===== src/rtl/latch_bank_write_arbiter.sv =====
// latch_bank_write_arbiter: round-robin owner of a shared gated-latch bank,
// sequencing each write as setup, gate, hold with a one-cycle ACK.
module latch_bank_write_arbiter #(
    parameter int N_REQ = 4,
    parameter int WIDTH = 8,
    localparam int GW = (N_REQ > 1) ? $clog2(N_REQ) : 1
) (
    input  logic                   CLK,
    input  logic                   RSTn,
    input  logic [N_REQ-1:0]       REQ,
    input  logic [N_REQ*WIDTH-1:0] WDATA,
    output logic [N_REQ-1:0]       ACK,
    output logic [WIDTH-1:0]       LAT_D,
    output logic                   LAT_EN,
    output logic                   BUSY,
    output logic [GW-1:0]          GNT_ID
);
    typedef enum logic [1:0] {IDLE, SETUP, GATE, HOLD} state_t;
    state_t state_q, state_d;
    logic [GW-1:0] ptr_q, ptr_d, gnt_q, gnt_d, off, win;
    logic [WIDTH-1:0] lat_d_q, lat_d_d;
    logic lat_en_q, lat_en_d, busy_q, busy_d, found, grant;
    logic [N_REQ-1:0] ack_q, ack_d, own, arb_v, rot;
    logic [2*N_REQ-1:0] dbl;
    logic [GW:0] sum;
    always_comb begin
        own = {{(N_REQ-1){1'b0}}, 1'b1} << gnt_q;
        // The owner's REQ is still high while its ACK shows, so hide it in HOLD.
        arb_v = (state_q == HOLD) ? REQ & ~own : REQ;
        dbl = {arb_v, arb_v};
        rot = N_REQ'(dbl >> ({1'b0, ptr_q} + (GW+1)'(1)));
        off = '0;
        for (int i = N_REQ-1; i >= 0; i--) if (rot[i]) off = GW'(i);
        found = |rot;
        sum = {1'b0, ptr_q} + (GW+1)'(1) + {1'b0, off};
        win = (sum >= (GW+1)'(N_REQ)) ? GW'(sum - (GW+1)'(N_REQ)) : GW'(sum);
        grant = found && (state_q == IDLE || state_q == HOLD);
        state_d = (state_q == SETUP) ? GATE : (state_q == GATE) ? HOLD : grant ? SETUP : IDLE;
        ptr_d = grant ? win : ptr_q;
        gnt_d = grant ? win : gnt_q;
        lat_d_d = grant ? WDATA[win*WIDTH +: WIDTH] : lat_d_q;
        lat_en_d = state_d == GATE;
        busy_d = state_d != IDLE;
        ack_d = (state_d == HOLD) ? own : '0;
    end
    always_ff @(posedge CLK) begin
        if (!RSTn) begin
            state_q  <= IDLE;
            ptr_q    <= GW'(N_REQ-1);
            gnt_q    <= '0;
            lat_d_q  <= '0;
            lat_en_q <= 1'b0;
            busy_q   <= 1'b0;
            ack_q    <= '0;
        end else begin
            state_q  <= state_d;
            ptr_q    <= ptr_d;
            gnt_q    <= gnt_d;
            lat_d_q  <= lat_d_d;
            lat_en_q <= lat_en_d;
            busy_q   <= busy_d;
            ack_q    <= ack_d;
        end
    end
    assign ACK    = ack_q;
    assign LAT_D  = lat_d_q;
    assign LAT_EN = lat_en_q;
    assign BUSY   = busy_q;
    assign GNT_ID = gnt_q;
endmodule


===== config.mk =====
export PLATFORM = sky130hd
export DESIGN_NAME = latch_bank_write_arbiter
export DESIGN_NICKNAME = d
export VERILOG_FILES = /design/src/rtl/latch_bank_write_arbiter.sv
export SDC_FILE = /design/constraint.sdc
export NUM_CORES = 1
export LEC_CHECK = 0
export ABC_CLOCK_PERIOD_IN_PS = 4500
export CORE_ASPECT_RATIO = 1.75
export CORE_MARGIN = 2
export CORE_UTILIZATION = 43
export DETAILED_ROUTE_END_ITERATION = 8
export GPL_TIMING_DRIVEN = 0
export PLACE_DENSITY = 0.8
export SKIP_CTS_REPAIR_TIMING = 1
export SYNTH_ARGS = -nofsm -noshare
export SYNTH_HDL_FRONTEND = slang
export SYNTH_SLANG_ARGS = --single-unit

===== constraint.sdc =====
create_clock -name CLK -period 4.5 [get_ports CLK]
set_input_delay 1.35 -clock CLK [delete_from_list [all_inputs] [get_ports CLK]]
set_output_delay 1.35 -clock CLK [all_outputs]
set_load 0.05 [all_outputs]

After elaboration in Yosys (flattened, before gate mapping)
Index checks and enable logic that the tools add are counted.
W data, S select, Z words.
Word-level totals
  flip-flop bits (word level): 20
  bits of input ports: 38
  output and inout port bits: 16
  word-level logic and storage cells: 36
Cells by class
  add/subtract/negate cells: 3
  magnitude comparators: 1
  equality and inequality tests: 5
  shift operators: 3
  mux-type cells: 9
  bitwise gates (word level): 2
  reduce and logical (&&, ||, !) cells: 6
Operators by type and width (number)
  $shiftx A32 B6 Y8: 1
  $mux W2: 7
  $eq A2 B2 Y1 const B: 4
  $shr A8 B3 Y4: 1
  $and A4 B4 Y4: 1
  $mux W4: 1
  $not A4 Y4: 1
  $reduce_or A4 Y1: 1
  $shl A1 B2 Y4 const A: 1
  $add A2 B1 Y3 const B: 1
  $add A3 B2 Y3: 1
  $ge A3 B3 Y1 const B: 1
  $eq A2 B1 Y1 const B: 1
  $logic_not A2 Y1: 1
  $reduce_and A2 Y1: 1
  $reduce_bool A2 Y1: 1
  $sub A2 B1 Y2 const B: 1
  $logic_and A1 B1 Y1: 1
  $logic_or A1 B1 Y1: 1
  $mux W1: 1

Depth between registers and ports, before layout
  depth in word-level cells: 13
  depth in mapped cells: 14

Least setup slack after synthesis
Ideal clock, no wire load.
  kind: input to register
  start: input REQ[0]
  end: register lat_d_q[6] (netlist: LAT_D[6])
  arrival: 3.675 ns
  slack: 0.700 ns
  stages on the path: 11
  path buffers: 2
  cell sequence: inv_1 -> o32ai_1 -> o21ai_0 -> o21ai_0 -> a32oi_1 -> ha_1 -> clkbuf_1 -> clkbuf_1 -> mux2_2 -> nand3_1 -> o211ai_2
On the way
  longest elaborated chain between the ends: 11
  elaborated cells between the ends (all ways): 14
  those cells by class: 2 x add/sub; 1 x order compare; 2 x shift; 6 x mux; 1 x bitwise; 2 x reduce/logical
RTL lines
  start, declared: line 10  | input logic [N_REQ-1:0] REQ,
  $and A4 B4 Y4: line 29  | arb_v = (state_q == HOLD) ? REQ & ~own : REQ;
  $mux W4 (*): line 29
  $shr A8 B3 Y4 (*): line 31  | rot = N_REQ'(dbl >> ({1'b0, ptr_q} + (GW+1)'(1)));
  $mux W2 (4 in series): line 33  | for (int i = N_REQ-1; i >= 0; i--) if (rot[i]) off = GW'(i);
  $add A3 B2 Y3: line 35  | sum = {1'b0, ptr_q} + (GW+1)'(1) + {1'b0, off};
  $ge A3 B3 Y1 / $sub A2 B1 Y2 (equally long branches): line 36  | win = (sum >= (GW+1)'(N_REQ)) ? GW'(sum - (GW+1)'(N_REQ)) : GW'(sum);
  $mux W2: line 36
  $shiftx A32 B6 Y8: line 41  | lat_d_d = grant ? WDATA[win*WIDTH +: WIDTH] : lat_d_q;
  end signal, assigned: line 59  | lat_d_q <= lat_d_d;
  end, declared: line 21  | logic [WIDTH-1:0] lat_d_q, lat_d_d;
Mark *: on every way between the ends. The rest lies on a longest branch, timed or not.
A chain may end at the register's enable or synchronous reset.

Worst setup path in the final report
  start: input REQ[0]
  end: register lat_d_q[5] (netlist: LAT_D[5])
The elaborated chain is that of the path after synthesis.

==> impl_metrics.toml <==
[status]
outcome = "finished, final reports clean"

[worst_setup_path]
worstSetupPathType = "primary input to flop"
worstPathArrival_ns = 4.29
rrSetupSlack_ns = 1.05
cp_max_fo = 10
timing.rr.end = "LAT_D[5]$_SDFFE_PN0P_"
end_kind = "flop"
start_kind = "primary input"
worstPathRequired_ns = 4.66
r2r-start = "state_q[1]$_SDFF_PN0_"
ff2ff_path_depth = 13

[finish]
fin_nets = 255
multi_input_area_um2 = 827
ff_latch_area_um2 = 400
area_growth_pct = 48.7
n_fill_cell = 245
drive_gt1_share_pct = 13.7
antenna_cells = 0

[pwr]
power_density_nw_per_um2 = 713
peakVddDrop_v = 0.000432
leakage_nw = 0.758
finalPower_w = 0.00140

[die]
rows = 26
core-area_um2 = 2930
die_area_um2 = 3560
die_width_um = 46.0
die_h_um = 77.4
start_util_pct = 45.3
top_level_ports = 54

[min_path]
min_to = "LAT_D[0]$_SDFFE_PN0P_"
hold-path-cell-count = 2
min_path_type = "flop to flop"
min-delay-start = "LAT_D[0]$_SDFFE_PN0P_"

[timing]
hold_viol = 0
holdWs_ns = 0.497
clock-skew-final_ns = 0.00819
max_slew.worst_pin.slew_ns = 0.560
timing.slew.headroom_pct = 61.7
fin_crit_ns = 4.13
rsz0062_at_grt = "no"
fmax_mhz = 242
setup_violations = 0
drv_slew = 0
fin_crit_sh_pct = 91.9

[cts]
cts_num_sinks = 20
htreeDepth = 1
cts.path.max_buffers = 2
cts_root_buf = "clkbuf_8"
clk_pin_slew_ns = 0.08
cts_buffers = 3
clk_latency_ns = 0.27
tritoncts = "yes"

[placement]
hpwl_um = 2970
gp_congestion = 0.955
io_buffer_count = 53

[routing]
wl_per_cell_um = 15.9
vias_per_cell = 6.05
routed_wl_um = 3800
antenna_left = 0
drtIter0Drc = 74
drc_errors = 0
vias = 1446
drt-pass1-iter-count = 5

[logic_synthesis]
syn_nets = 197
synth_flop_cell = "dfxtp_1"
async_flop_share_pct = 0
netlist-cell-type-count = 39
synth_cells = 154
ys_seq_area_share_pct = 30.2
synth_edf_count = 0
ys_warn_count = 0
synth_area_per_cell_um2 = 8.60
netlist_area_um2 = 1330
synth_seq_cells = 20

[global_route]
grt_max_degree = 13
grt_pass1_wl_um = 5760
grt_use_total_pct = 21.6
grt_overflow = 0
antenna_found_initial = 0
grt_pass1_vias = 1350

[run]
maxCapViolCount = 0
==> worst max-delay path by stage <==
stage	endpoint	start	depth (start not counted)	slack, ns
floorplan	LAT_D[6]$_SDFFE_PN0P_	REQ[0]	11	0.70
global placement	LAT_D[6]$_SDFFE_PN0P_	REQ[0]	12	-0.16
detailed placement	LAT_D[5]$_SDFFE_PN0P_	REQ[0]	13	-0.30
CTS	LAT_D[6]$_SDFFE_PN0P_	REQ[0]	12	-0.02
global route	LAT_D[7]$_SDFFE_PN0P_	REQ[0]	13	0.18
finish	LAT_D[5]$_SDFFE_PN0P_	REQ[0]	13	0.37
==> final cells by class <==
class	count	area share (%)
tap	28	1.78
buffer	13	4.25
clock inverter	1	1.52
clock buffer	3	2.10
sequential	20	20.3
multi-input combinational	115	42.0
inverter	6	1.14
timing repair buffer	53	26.9
==> stage by stage <==
stage                     setup TNS [ns]  std cells  cell area [um2]  utilization [%]  setup WS, ns
after floorplan                        0        154             1330                -         0.700
after global placement            -0.841        235             1890             64.6        -0.156
after detailed placement           -2.22        235             1890             64.6        -0.299
after CTS                        -0.0329        239             1960             67.0       -0.0200
after global routing                   0        239             1970             67.3         0.180
final                                  0        239             1970             67.3         0.365
==> cell usage in the layout (no fill, tap or decap), types with 2 or more instances in the layout <==
cell              n
o211ai_1          7
a32o_1            2
buf_2             3
nand3_1          22
clkdlybuf4s50_1  53
clkbuf_1          4
a32oi_1           4
nor2b_1           5
o21ai_0           4
buf_6             3
mux2_2            8
nand2_1           4
inv_1             6
buf_4             2
ha_1              5
and2_4            2
dfxtp_1          20
nand4_1           8
clkbuf_8          3
mux2i_1           8
nor2_1           13
nor3_1            3
nand3b_1          2
==> cells by family after synthesis <==
family | count (synthesis) | share of synthesized area (%)
adders and majority gates | 5 | 4.72
buffers and inverters | 19 | 7.93
muxes | 16 | 12.8
AOI/OAI and AO/OA | 29 | 17.9
DFF | 20 | 30.2
and+or+nand+nor | 65 | 26.3
==> worst max-delay path, stage by stage <==
cell and delay [ns]:
clkdlybuf4s50_1 0.52, inv_1 0.08, o32ai_2 0.42, o21ai_0 0.13
o21ai_0 0.10, a32oi_1 0.07, ha_1 0.29, clkbuf_1 0.40
clkbuf_2 0.39, mux2i_1 0.26, nor2_1 0.06, nand4_1 0.11
o211ai_1 0.10
==> routing by layer <==
metal	global-route usage, %	part of all wire [%]	vias to the layer above
li1	-	-	693
met1	20.7	35	670
met2	40.6	58	70
met3	2.09	4.7	13
met4	11.4	2.9	0
met5	0	0	-
==> cells in the mapped netlist, drive strengths merged, types with 2 or more instances <==
library cell,instances,share of area (%)
and2,3,1.8
nand4,8,3.8
buf,8,4.8
nor2b,5,2.4
mux2i,8,6.0
a32o,3,2.4
nor2,13,3.7
a211oi,2,1.5
o21ai,5,1.9
nor3,3,1.1
clkbuf,5,1.4
dfxtp,20,30
nand3b,2,1.1
o211ai,8,4.9
mux2,8,6.8
nand3,22,8.3
inv,6,1.7
a21oi,2,1.0
ha,5,4.7
a32oi,4,2.6
nand2,4,1.1
==> sequential cells by signal (all words and copies together), names as in the netlist <==
name	flops
ACK	4
BUSY	1
GNT_ID	2
LAT_D	8
LAT_EN	1
ptr_q	2
state_q	2
==> report_power, final <==
part / internal [W] / switching [W] / total (W) / leakage [nW]
clock: 0.000119 / 0.0000664 / 0.000185 / 0.0357
combinational: 0.000402 / 0.000544 / 0.000946 / 0.558
sequential: 0.000236 / 0.0000365 / 0.000273 / 0.165
total: 0.000757 / 0.000647 / 0.00140 / 0.758
(Power assumes the default switching activity.)
